<file path="src/rtl/readback_usb_cdc_tx_pkg.sv">
// Shared definitions for the readback return path: FSM encoding, packet
// framing constants and the byte-lane selector used while serializing words.
package readback_usb_cdc_tx_pkg;

    typedef enum logic [2:0] {
        ST_FILL     = 3'd0,
        ST_HEADER   = 3'd1,
        ST_LENGTH   = 3'd2,
        ST_PAYLOAD  = 3'd3,
        ST_CHECKSUM = 3'd4
    } state_e;

    localparam logic [7:0] DEFAULT_HEADER_BYTE = 8'hA5;

    // Header + length + checksum; host-side tests use it to size packets.
    localparam int PKT_OVERHEAD_BYTES = 3;

    // Byte idx is the transmit order within a word (0 goes out first).
    function automatic logic [7:0] word_byte(input logic [31:0] w,
                                             input logic [1:0]  idx,
                                             input logic        big_endian);
        logic [1:0] sel;
        sel = big_endian ? ~idx : idx;
        case (sel)
            2'd0:    word_byte = w[7:0];
            2'd1:    word_byte = w[15:8];
            2'd2:    word_byte = w[23:16];
            default: word_byte = w[31:24];
        endcase
    endfunction

endpackage

</file>
<file path="src/rtl/readback_usb_cdc_tx_word_buffer.sv">
// Packet word store: append-only write at the fill count, combinational read
// at an arbitrary index. Reset and clear drop the count; storage is left as is.
module readback_word_buffer #(
    parameter int DEPTH = 16,
    parameter int IDX_W = $clog2(DEPTH + 1)
) (
    input  logic             clk_i,
    input  logic             reset_n_i,
    input  logic             we_i,
    input  logic             clr_i,
    input  logic [31:0]      wdata_i,
    input  logic [IDX_W-1:0] rd_idx_i,
    output logic [IDX_W-1:0] count_o,
    output logic [31:0]      rdata_o
);

    localparam int AW = (DEPTH > 1) ? $clog2(DEPTH) : 1;

    logic [31:0]      mem_q [DEPTH];
    logic [IDX_W-1:0] count_q, count_d;

    always_comb begin
        count_d = count_q;
        if (clr_i) begin
            count_d = '0;
        end else if (we_i) begin
            count_d = count_q + IDX_W'(1);
        end
    end

    always_ff @(posedge clk_i or negedge reset_n_i) begin
        if (!reset_n_i) begin
            count_q <= '0;
        end else begin
            count_q <= count_d;
        end
    end

    // Writes only happen while count < DEPTH, so the low bits address the array.
    always_ff @(posedge clk_i) begin
        if (we_i) begin
            mem_q[count_q[AW-1:0]] <= wdata_i;
        end
    end

    assign count_o = count_q;
    assign rdata_o = mem_q[rd_idx_i[AW-1:0]];

endmodule

</file>
<file path="src/rtl/readback_usb_cdc_tx.sv">
// Collects 32-bit readback words into a packet and streams it to the usb_cdc
// IN channel as HEADER, LENGTH, 4N payload bytes and an XOR checksum.
module readback_usb_cdc_tx
    import readback_usb_cdc_tx_pkg::*;
#(
    parameter int         BUFFER_WORDS = 16,
    parameter logic [7:0] HEADER_BYTE  = DEFAULT_HEADER_BYTE,
    parameter bit         BIG_ENDIAN   = 1'b1
) (
    input  logic        clk_i,
    input  logic        reset_n_i,
    input  logic [31:0] word_data_i,
    input  logic        word_valid_i,
    input  logic        word_last_i,
    output logic        word_ready_o,
    input  logic        flush_i,
    output logic [7:0]  in_data_o,
    output logic        in_valid_o,
    input  logic        in_ready_i,
    output logic        busy_o,
    output logic [15:0] packets_sent_o
);

    localparam int               IDX_W    = $clog2(BUFFER_WORDS + 1);
    localparam logic [IDX_W-1:0] FULL_CNT = IDX_W'(BUFFER_WORDS);

    state_e           state_q, state_d;
    logic [IDX_W-1:0] word_idx_q, word_idx_d;
    logic [1:0]       byte_idx_q, byte_idx_d;
    logic [7:0]       csum_q, csum_d;
    logic [7:0]       in_data_q, in_data_d;
    logic             in_valid_q, in_valid_d;
    logic             word_ready_q, word_ready_d;
    logic [15:0]      pkt_cnt_q, pkt_cnt_d;

    logic             accept, hs, close, last_byte;
    logic             buf_we, buf_clr;
    logic [IDX_W-1:0] buf_count, cnt_after, nxt_widx;
    logic [1:0]       nxt_bidx;
    logic [31:0]      rdata;
    logic [7:0]       nxt_byte;

    readback_word_buffer #(
        .DEPTH (BUFFER_WORDS),
        .IDX_W (IDX_W)
    ) u_buf (
        .clk_i     (clk_i),
        .reset_n_i (reset_n_i),
        .we_i      (buf_we),
        .clr_i     (buf_clr),
        .wdata_i   (word_data_i),
        .rd_idx_i  (nxt_widx),
        .count_o   (buf_count),
        .rdata_o   (rdata)
    );

    assign accept    = word_valid_i && word_ready_q && (state_q == ST_FILL);
    assign hs        = in_valid_q && in_ready_i;
    assign cnt_after = buf_count + IDX_W'(accept);
    assign close     = (accept && (word_last_i || cnt_after == FULL_CNT)) ||
                       (flush_i && cnt_after != '0);
    assign last_byte = (byte_idx_q == 2'd3) && (word_idx_q == buf_count - IDX_W'(1));
    assign buf_we    = accept;
    assign buf_clr   = (state_q == ST_CHECKSUM) && hs;

    // Lookahead position: the byte to register on the next handshake.
    always_comb begin
        nxt_bidx = 2'd0;
        nxt_widx = '0;
        if (state_q == ST_PAYLOAD) begin
            nxt_bidx = byte_idx_q + 2'd1;
            nxt_widx = (byte_idx_q == 2'd3) ? word_idx_q + IDX_W'(1) : word_idx_q;
        end
    end

    assign nxt_byte = word_byte(rdata, nxt_bidx, BIG_ENDIAN);

    always_comb begin
        state_d      = state_q;
        word_idx_d   = word_idx_q;
        byte_idx_d   = byte_idx_q;
        csum_d       = csum_q;
        in_data_d    = in_data_q;
        in_valid_d   = in_valid_q;
        word_ready_d = word_ready_q;
        pkt_cnt_d    = pkt_cnt_q;
        case (state_q)
            ST_FILL: begin
                if (close) begin
                    state_d      = ST_HEADER;
                    in_valid_d   = 1'b1;
                    in_data_d    = HEADER_BYTE;
                    word_ready_d = 1'b0;
                end else begin
                    word_ready_d = 1'b1;
                end
            end
            ST_HEADER: begin
                if (hs) begin
                    state_d   = ST_LENGTH;
                    in_data_d = 8'(buf_count);
                    csum_d    = 8'(buf_count);
                end
            end
            ST_LENGTH: begin
                if (hs) begin
                    state_d    = ST_PAYLOAD;
                    word_idx_d = nxt_widx;
                    byte_idx_d = nxt_bidx;
                    in_data_d  = nxt_byte;
                    csum_d     = csum_q ^ nxt_byte;
                end
            end
            ST_PAYLOAD: begin
                if (hs) begin
                    if (last_byte) begin
                        state_d   = ST_CHECKSUM;
                        in_data_d = csum_q;
                    end else begin
                        word_idx_d = nxt_widx;
                        byte_idx_d = nxt_bidx;
                        in_data_d  = nxt_byte;
                        csum_d     = csum_q ^ nxt_byte;
                    end
                end
            end
            ST_CHECKSUM: begin
                if (hs) begin
                    state_d      = ST_FILL;
                    in_valid_d   = 1'b0;
                    in_data_d    = 8'h00;
                    word_ready_d = 1'b1;
                    pkt_cnt_d    = pkt_cnt_q + 16'd1;
                end
            end
            default: begin
                state_d      = ST_FILL;
                in_valid_d   = 1'b0;
                word_ready_d = 1'b0;
            end
        endcase
    end

    always_ff @(posedge clk_i or negedge reset_n_i) begin
        if (!reset_n_i) begin
            state_q      <= ST_FILL;
            word_idx_q   <= '0;
            byte_idx_q   <= 2'd0;
            csum_q       <= 8'h00;
            in_data_q    <= 8'h00;
            in_valid_q   <= 1'b0;
            word_ready_q <= 1'b0;
            pkt_cnt_q    <= 16'h0000;
        end else begin
            state_q      <= state_d;
            word_idx_q   <= word_idx_d;
            byte_idx_q   <= byte_idx_d;
            csum_q       <= csum_d;
            in_data_q    <= in_data_d;
            in_valid_q   <= in_valid_d;
            word_ready_q <= word_ready_d;
            pkt_cnt_q    <= pkt_cnt_d;
        end
    end

    assign word_ready_o   = word_ready_q;
    assign in_data_o      = in_data_q;
    assign in_valid_o     = in_valid_q;
    assign busy_o         = (state_q != ST_FILL);
    assign packets_sent_o = pkt_cnt_q;

endmodule

</file>
<file path="config.mk">
export PLATFORM = sky130hd
export DESIGN_NAME = readback_usb_cdc_tx
export DESIGN_NICKNAME = d
export VERILOG_FILES = /design/src/rtl/readback_usb_cdc_tx_pkg.sv /design/src/rtl/readback_usb_cdc_tx_word_buffer.sv /design/src/rtl/readback_usb_cdc_tx.sv
export SDC_FILE = /design/constraint.sdc
export NUM_CORES = 1
export LEC_CHECK = 0
export ABC_CLOCK_PERIOD_IN_PS = 5720
export CAP_MARGIN = 30
export CORE_UTILIZATION = 45
export CTS_CLUSTER_SIZE = 12
export DETAILED_ROUTE_END_ITERATION = 12
export DONT_BUFFER_PORTS = 1
export PLACE_DENSITY = 0.64
export SYNTH_ARGS = -nofsm -noshare
export SYNTH_HDL_FRONTEND = slang
export SYNTH_SLANG_ARGS = --single-unit
</file>
<file path="constraint.sdc">
create_clock -name clk_i -period 5.72 [get_ports clk_i]
set_input_delay 1.144 -clock clk_i [delete_from_list [all_inputs] [get_ports clk_i]]
set_output_delay 1.144 -clock clk_i [all_outputs]
set_load 0.03 [all_outputs]
</file>
==> out/qor.txt, run 1 <==
run status - complete, no violations
worst-skew pair later-pin latency - 0.61 ns
GPL Wtd Cong - 0.933
CP Launch Type - flip-flop
CTS buffer count - 57
LEAKAGE - 8.48 nW
origin of the critical flop-to-flop path - byte_idx_q[0]
Tot Pwr - 7.98 mW
Synth async-reset ratio - 8.73%
share of the synthesized area in the top cell type - 65.1%
RSZ-0062 raised after global routing - no
Antenna diodes - 0
Detailed Place HPWL - 37,200 um
Hold Buf Count CTS - 0
drt total wl - 63,400 um
DP Area - 24,400 um2
Slew Viols, Final - 0
initial antenna violation count - 0
Final TNS setup - 0 ns
HP Class - input pin to async pin
H-tree depth - 2
Synth Warn # - 0
DR iter-0 viols - 1,692
Main synth FF type - edfxtp_1
Layout Skew - 0.0187 ns
commonest non-fill, non-tap cell in the layout - edfxtp_1
EDFF count, synth - 512
Reg clk slew, reported paths - 0.06 ns
postcts setup bufs - 0
Fillers - 4,234
Core Util, Final - 50.6%
first-pass GRT wire length - 94,000 um
Setup Viol. Count Final - 0
CTS tree - done
worst setup path category - flip-flop to flip-flop
synthesized area per cell - 14.4 um2
DIE AREA - 53,400 um2
Critical Path Fanout Max - 18
Least-Margin Pin Slew - 1.07 ns
PortBufs - 0
Initial Utilization - 45.8%
peak supply drop - 264 uV
clk buf depth - 3
global-route usage over all layers - 23.9%
cells after synthesis - 1,638
DRC errors left - 0
1st-pass router iterations - 8
dominant cells by area after synthesis - edfxtp_1 (65%), dfrtp_1 (5.2%), nand2_1 (3.5%)
Post-DRT Antenna Nets - 0
P&R area growth vs syn - 10.5%
final hold violation count - 0
fraction of layout instances using a drive strength above 1 - 11.6%
die width - 231 um
core area - 51,600 um2
Synth area leader - edfxtp_1
unique cell type count in the Yosys netlist - 91
I/O pin count - 65
Pwr per Cell Area - 306 nW/um2
CP endpoint kind - flip-flop
Routed WL per cell - 26.9 um
register area share after synthesis - 70.3%
post-route cell area - 26,100 um2
Mapped Nets - 1,686
commonest cells after routing, fill and taps aside - edfxtp_1 (512), nand2_1 (219), mux2i_1 (82), a211oi_1 (72), and3_1 (60)
critical path arrival - 5.17 ns
Final min period - 4.64 ns
Worst EP required - 6.25 ns
vias per cell - 6.18
f_max - 216 MHz
relative slew slack - 28.4%
post-synthesis register bit count - 561
Clock Root Buffer - clkbuf_16
Num Clock Sinks - 561
grt ovf - 0
CTS resizes - 0
worst setup path startpoint - byte_idx_q[0]
layout net count - 1,683
num rows - 83
largest net degree at the start of global routing - 72
Max-Cap Viols - 0
chip height - 231 um
Mapped Area - 23,600 um2
period utilization - 81.1%
number of global-route vias before repair - 14,269
vias - 14,559
==> Yosys cell counts, drive strengths merged (4+ instances only) <==
master   number
o2111ai       4
a211o        14
o41ai         5
clkbuf       28
nand3        55
edfxtp      512
nor3         23
o221ai        6
a2111oi       4
nor2         50
a21oi        50
nand3b        7
nand4        10
a221oi        5
a22oi         6
xnor2        17
mux2i        84
xor2         11
o31a          6
buf          77
a31o          6
and3         60
o22a          9
a311oi       18
o21a          5
o21ai        46
a22o          4
o211ai        8
o22ai        22
and2          4
nand2b        6
or3          13
mux4          6
a211oi       74
nand2       222
a31oi        34
inv           7
ha           10
dfrtp        49
o31ai         5
o311ai        4
mux2         20
==> metal layers <==
metal,track usage (%),wire (um),share of wire (%)
met5,0,0,0
met1,32.9,26300,41
met2,37.8,29400,46
met3,5.00,5910,9.3
met4,7.84,1820,2.9
==> cell families (layout without fill, tap and decap cells) <==
| family | after synthesis | after routing | synth area share [%] |
|---|---|---|---|
| muxes | 110 | 110 | 5.17 |
| adders and majority gates | 10 | 10 | 0.530 |
| buffers and inverters | 112 | 149 | 2.65 |
| DFF | 561 | 561 | 70.3 |
| xor gates and xnor gates | 28 | 28 | 1.10 |
| AOI/OAI and AO/OA | 355 | 355 | 10.9 |
| and+or+nand+nor | 462 | 462 | 9.40 |
==> where the power goes <==
group	total [mW]	internal [mW]	leakage [nW]	switching (mW)
Sequential	4.47	4.47	5.24	0
Combinational	0.00197	0.000995	2.40	0.000968
Clock	3.50	2.00	0.839	1.50
==> final timing paths <==
path / depth (start not counted) / slack [ns] / end
setup / recovery: 9 / 1.08 / csum_q[1]
hold / removal: 0 / 0.23 / packets_sent_o[6]
setup reg to reg: 9 / 1.08 / csum_q[1]
hold reg to reg: 2 / 0.53 / byte_idx_q[1]
max in group asynchronous: 0 / 5.36 / csum_q[3]
min in group clk_i: 2 / 0.53 / byte_idx_q[1]
==> layout make-up <==
class / count / area, um2 / area share, %
repair buffers: 43 / 368 / 1.41
multi-input cells: 965 / 6540 / 25.1
clock inverters: 17 / 128 / 0.489
clock buffers: 82 / 1590 / 6.10
inverters: 7 / 26.3 / 0.101
flip-flops and latches: 561 / 16600 / 63.6
well taps: 680 / 851 / 3.26
==> flip-flops by register name, indices dropped and copies added, names as in the netlist <==
signal and count:
word_ready_o 1, u_buf.count_o 5, word_idx_q 5, packets_sent_o 16
csum_q 8, byte_idx_q 2, in_valid_o 1, in_data_o 8
u_buf.mem_q 512, state_q 3
==> critical path, stage by stage (launching register included) <==
cell and delay (ns):
dfrtp_1 0.46, ha_1 0.80, nand3b_2 0.58, nand2_1 0.79
mux2i_1 0.29, a21oi_1 0.11, a211o_1 0.36, a222oi_1 0.67
mux2_2 0.41, nand3_1 0.08
==> stage by stage <==
step / hold WS [ns] / setup WS (ns) / instances
after floorplan: 0.454 / 1.26 / 1638
after global placement: 0.471 / 1.21 / 2253
after detailed placement: 0.513 / 1.12 / 2255
after CTS: 0.200 / 1.05 / 2354
after global routing: 0.204 / 0.837 / 2355
final: 0.230 / 1.08 / 2355
Note: power is estimated with default switching activity, not from simulation.
==> run 2, diff against run 1 <==
- ABC_CLOCK_PERIOD_IN_PS: 5720 -> 3900
- PLACE_DENSITY: 0.64 -> 0.66
- clock period: 5.72 -> 3.9 ns (I/O delays scaled with it)
==> run 2 against run 1 <==
  * Flip-flop and latch count is the same
  * Total power rose by 42%
  * Largest power group unchanged
  * Die area is the same
  * Global-route usage increased by 0.066 points
==> out/qor.txt, run 2 (synthesis results as in run 1) <==
Clock Root Buffer - clkbuf_16
Detailed Place HPWL - 38,600 um
Final TNS setup - 0 ns
worst-skew pair later-pin latency - 0.61 ns
Post-DRT Antenna Nets - 0
Pwr per Cell Area - 431 nW/um2
worst setup path startpoint - state_q[1]
CP Launch Type - flip-flop
number of global-route vias before repair - 14,547
GPL Wtd Cong - 0.912
R2R Path End - csum_q[1]
chip height - 231 um
Core Util, Final - 51.1%
I/O pin count - 65
core area - 51,600 um2
Worst Path Buf+Inv - 1
Routed WL per cell - 26.9 um
Layout Skew - 0.0160 ns
CP endpoint kind - flip-flop
Initial Utilization - 45.8%
H-tree depth - 2
Fin Hold WS - 0.0254 ns
origin of the critical flop-to-flop path - state_q[1]
DRC errors left - 0
Reg2Reg Depth - 8
Flop pwr share - 57.8%
peak supply drop - 291 uV
commonest non-fill, non-tap cell in the layout - edfxtp_1
global-route usage over all layers - 24.0%
largest net degree at the start of global routing - 82
Antenna diodes - 0
grt ovf - 0
commonest cells after routing, fill and taps aside - edfxtp_1 (512), nand2_1 (218), mux2i_1 (82), a211oi_1 (72), buf_4 (62)
run status - complete, no violations
Int Pwr - 9.20 mW
CP Cell Sequence - and3b_2 > o21a_1 > nand2_1 > a211o_1 > a222oi_1 > buf_4 > mux2_2 > nand3_1
Fillers - 4,208
critical path arrival - 4.33 ns
fraction of layout instances using a drive strength above 1 - 13.1%
die width - 231 um
Worst Slack Setup Final - 0.118 ns
CTS tree - done
relative slew slack - 38.2%
LEAKAGE - 8.59 nW
Tot Pwr - 11.4 mW
vias per cell - 6.24
Final min period - 3.78 ns
worst setup path category - flip-flop to flip-flop
f_max - 264 MHz
max reg flops - 512
1st-pass router iterations - 7
Reg clk slew, reported paths - 0.06 ns
DR iter-0 viols - 1,704
Worst EP required - 4.45 ns
Max-Cap Viols - 0
Largest stage delay, worst path - 0.64 ns
Least-Margin Pin Slew - 0.920 ns
worst reg-to-reg setup slack - 0.12 ns
first-pass GRT wire length - 94,200 um
clock power share - 42.1%
cell depth of the worst setup path - 8
initial antenna violation count - 0
Critical Path Fanout Max - 15
Setup Viol. Count Final - 0
Crit path max-delay family - compound AO/OA/AOI/OAI gates
Critical-path top delay cell - dfrtp_1
RSZ-0062 raised after global routing - no
power share of the combinational group - 0.1%
layout net count - 1,716
P&R area growth vs syn - 11.6%
Slew Viols, Final - 0
period utilization - 97.0%
Sw Ratio - 19.0%
num rows - 83
DP Worst Slack - 0.0681 ns
clk buf depth - 3
DIE AREA - 53,400 um2
worst setup path end - csum_q[1]
CTS buffer count - 56
Psw - 2.16 mW
HP Class - input pin to async pin
drt total wl - 64,000 um
PortBufs - 0
Num Clock Sinks - 561
final hold violation count - 0
vias - 14,829
-- run 2: cell count changes in the layout (fill, tap and decap cells not counted), moves of 3 or more --
cell,previous run,this run
buf_4,39,62
buf_12,3,14
nor3_2,4,0
nor3_4,0,4
clkbuf_1,20,17
clkbuf_8,3,0
-- run 2: power groups by stage --
stage / registers [mW] / logic (mW) / clock network (mW)
after global routing: 6.56 / 0.0185 / 5.04
after detailed placement: 6.69 / 0.00295 / 0
final: 6.56 / 0.0159 / 4.78
after CTS: 6.56 / 0.0168 / 4.83
after global placement: 6.69 / 0.00291 / 0
after floorplan: 6.69 / 0.00243 / 0
-- run 2: how the worst min path moves through the flow --
| stage | startpoint | endpoint | slack, ns | cells past startpoint |
|---|---|---|---|---|
| after global routing | reset_n_i | packets_sent_o[0] | 0.03 | 1 |
| after CTS | reset_n_i | state_q[1] | 0.01 | 1 |
| after detailed placement | byte_idx_q[1] | byte_idx_q[1] | 0.47 | 2 |
| after floorplan | byte_idx_q[1] | byte_idx_q[1] | 0.45 | 2 |
| final | reset_n_i | packets_sent_o[0] | 0.03 | 1 |
| after global placement | byte_idx_q[1] | byte_idx_q[1] | 0.47 | 2 |
-- run 2: area by class of cell --
| type | count | area (um2) | share of cell area, % |
|---|---|---|---|
| multi-input cells | 965 | 6570 | 24.9 |
| flip-flops and latches | 561 | 16600 | 63.0 |
| inverters | 7 | 26.3 | 0.0996 |
| clock buffers | 74 | 1490 | 5.65 |
| well taps | 680 | 851 | 3.23 |
| repair buffers | 77 | 773 | 2.93 |
| clock inverters | 13 | 58.8 | 0.223 |
-- run 2: timing repair --
action / CTS / global route
resized for setup: 0 / 1
hold buffers: 1 / 0
endpoints found under the hold margin: 49 / 0
setup buffers: 0 / 3
endpoints found under the setup margin: 0 / 2
-- run 2: metrics by stage --
stage / instances / area [um2]
finish: 2377 / 26400
global route: 2377 / 26400
CTS: 2374 / 26300
detailed placement: 2286 / 24800
global placement: 2286 / 24800
floorplan: 1638 / 23600
-- run 2: routing by layer --
metal	up-vias	GRT usage, %	part of all wire, %
li1	6449	-	-
met1	7468	32.7	41
met2	772	37.0	46
met3	140	5.52	9.4
met4	0	9.75	3.5
met5	-	0	0
-- run 2: worst register-to-register path, cell delays in order (launching register included) --
cell      delay, ns
dfrtp_1        0.64
and3b_2        0.60
o21a_1         0.54
nand2_1        0.39
a211o_1        0.37
a222oi_1       0.57
buf_4          0.23
mux2_2         0.32
nand3_1        0.06
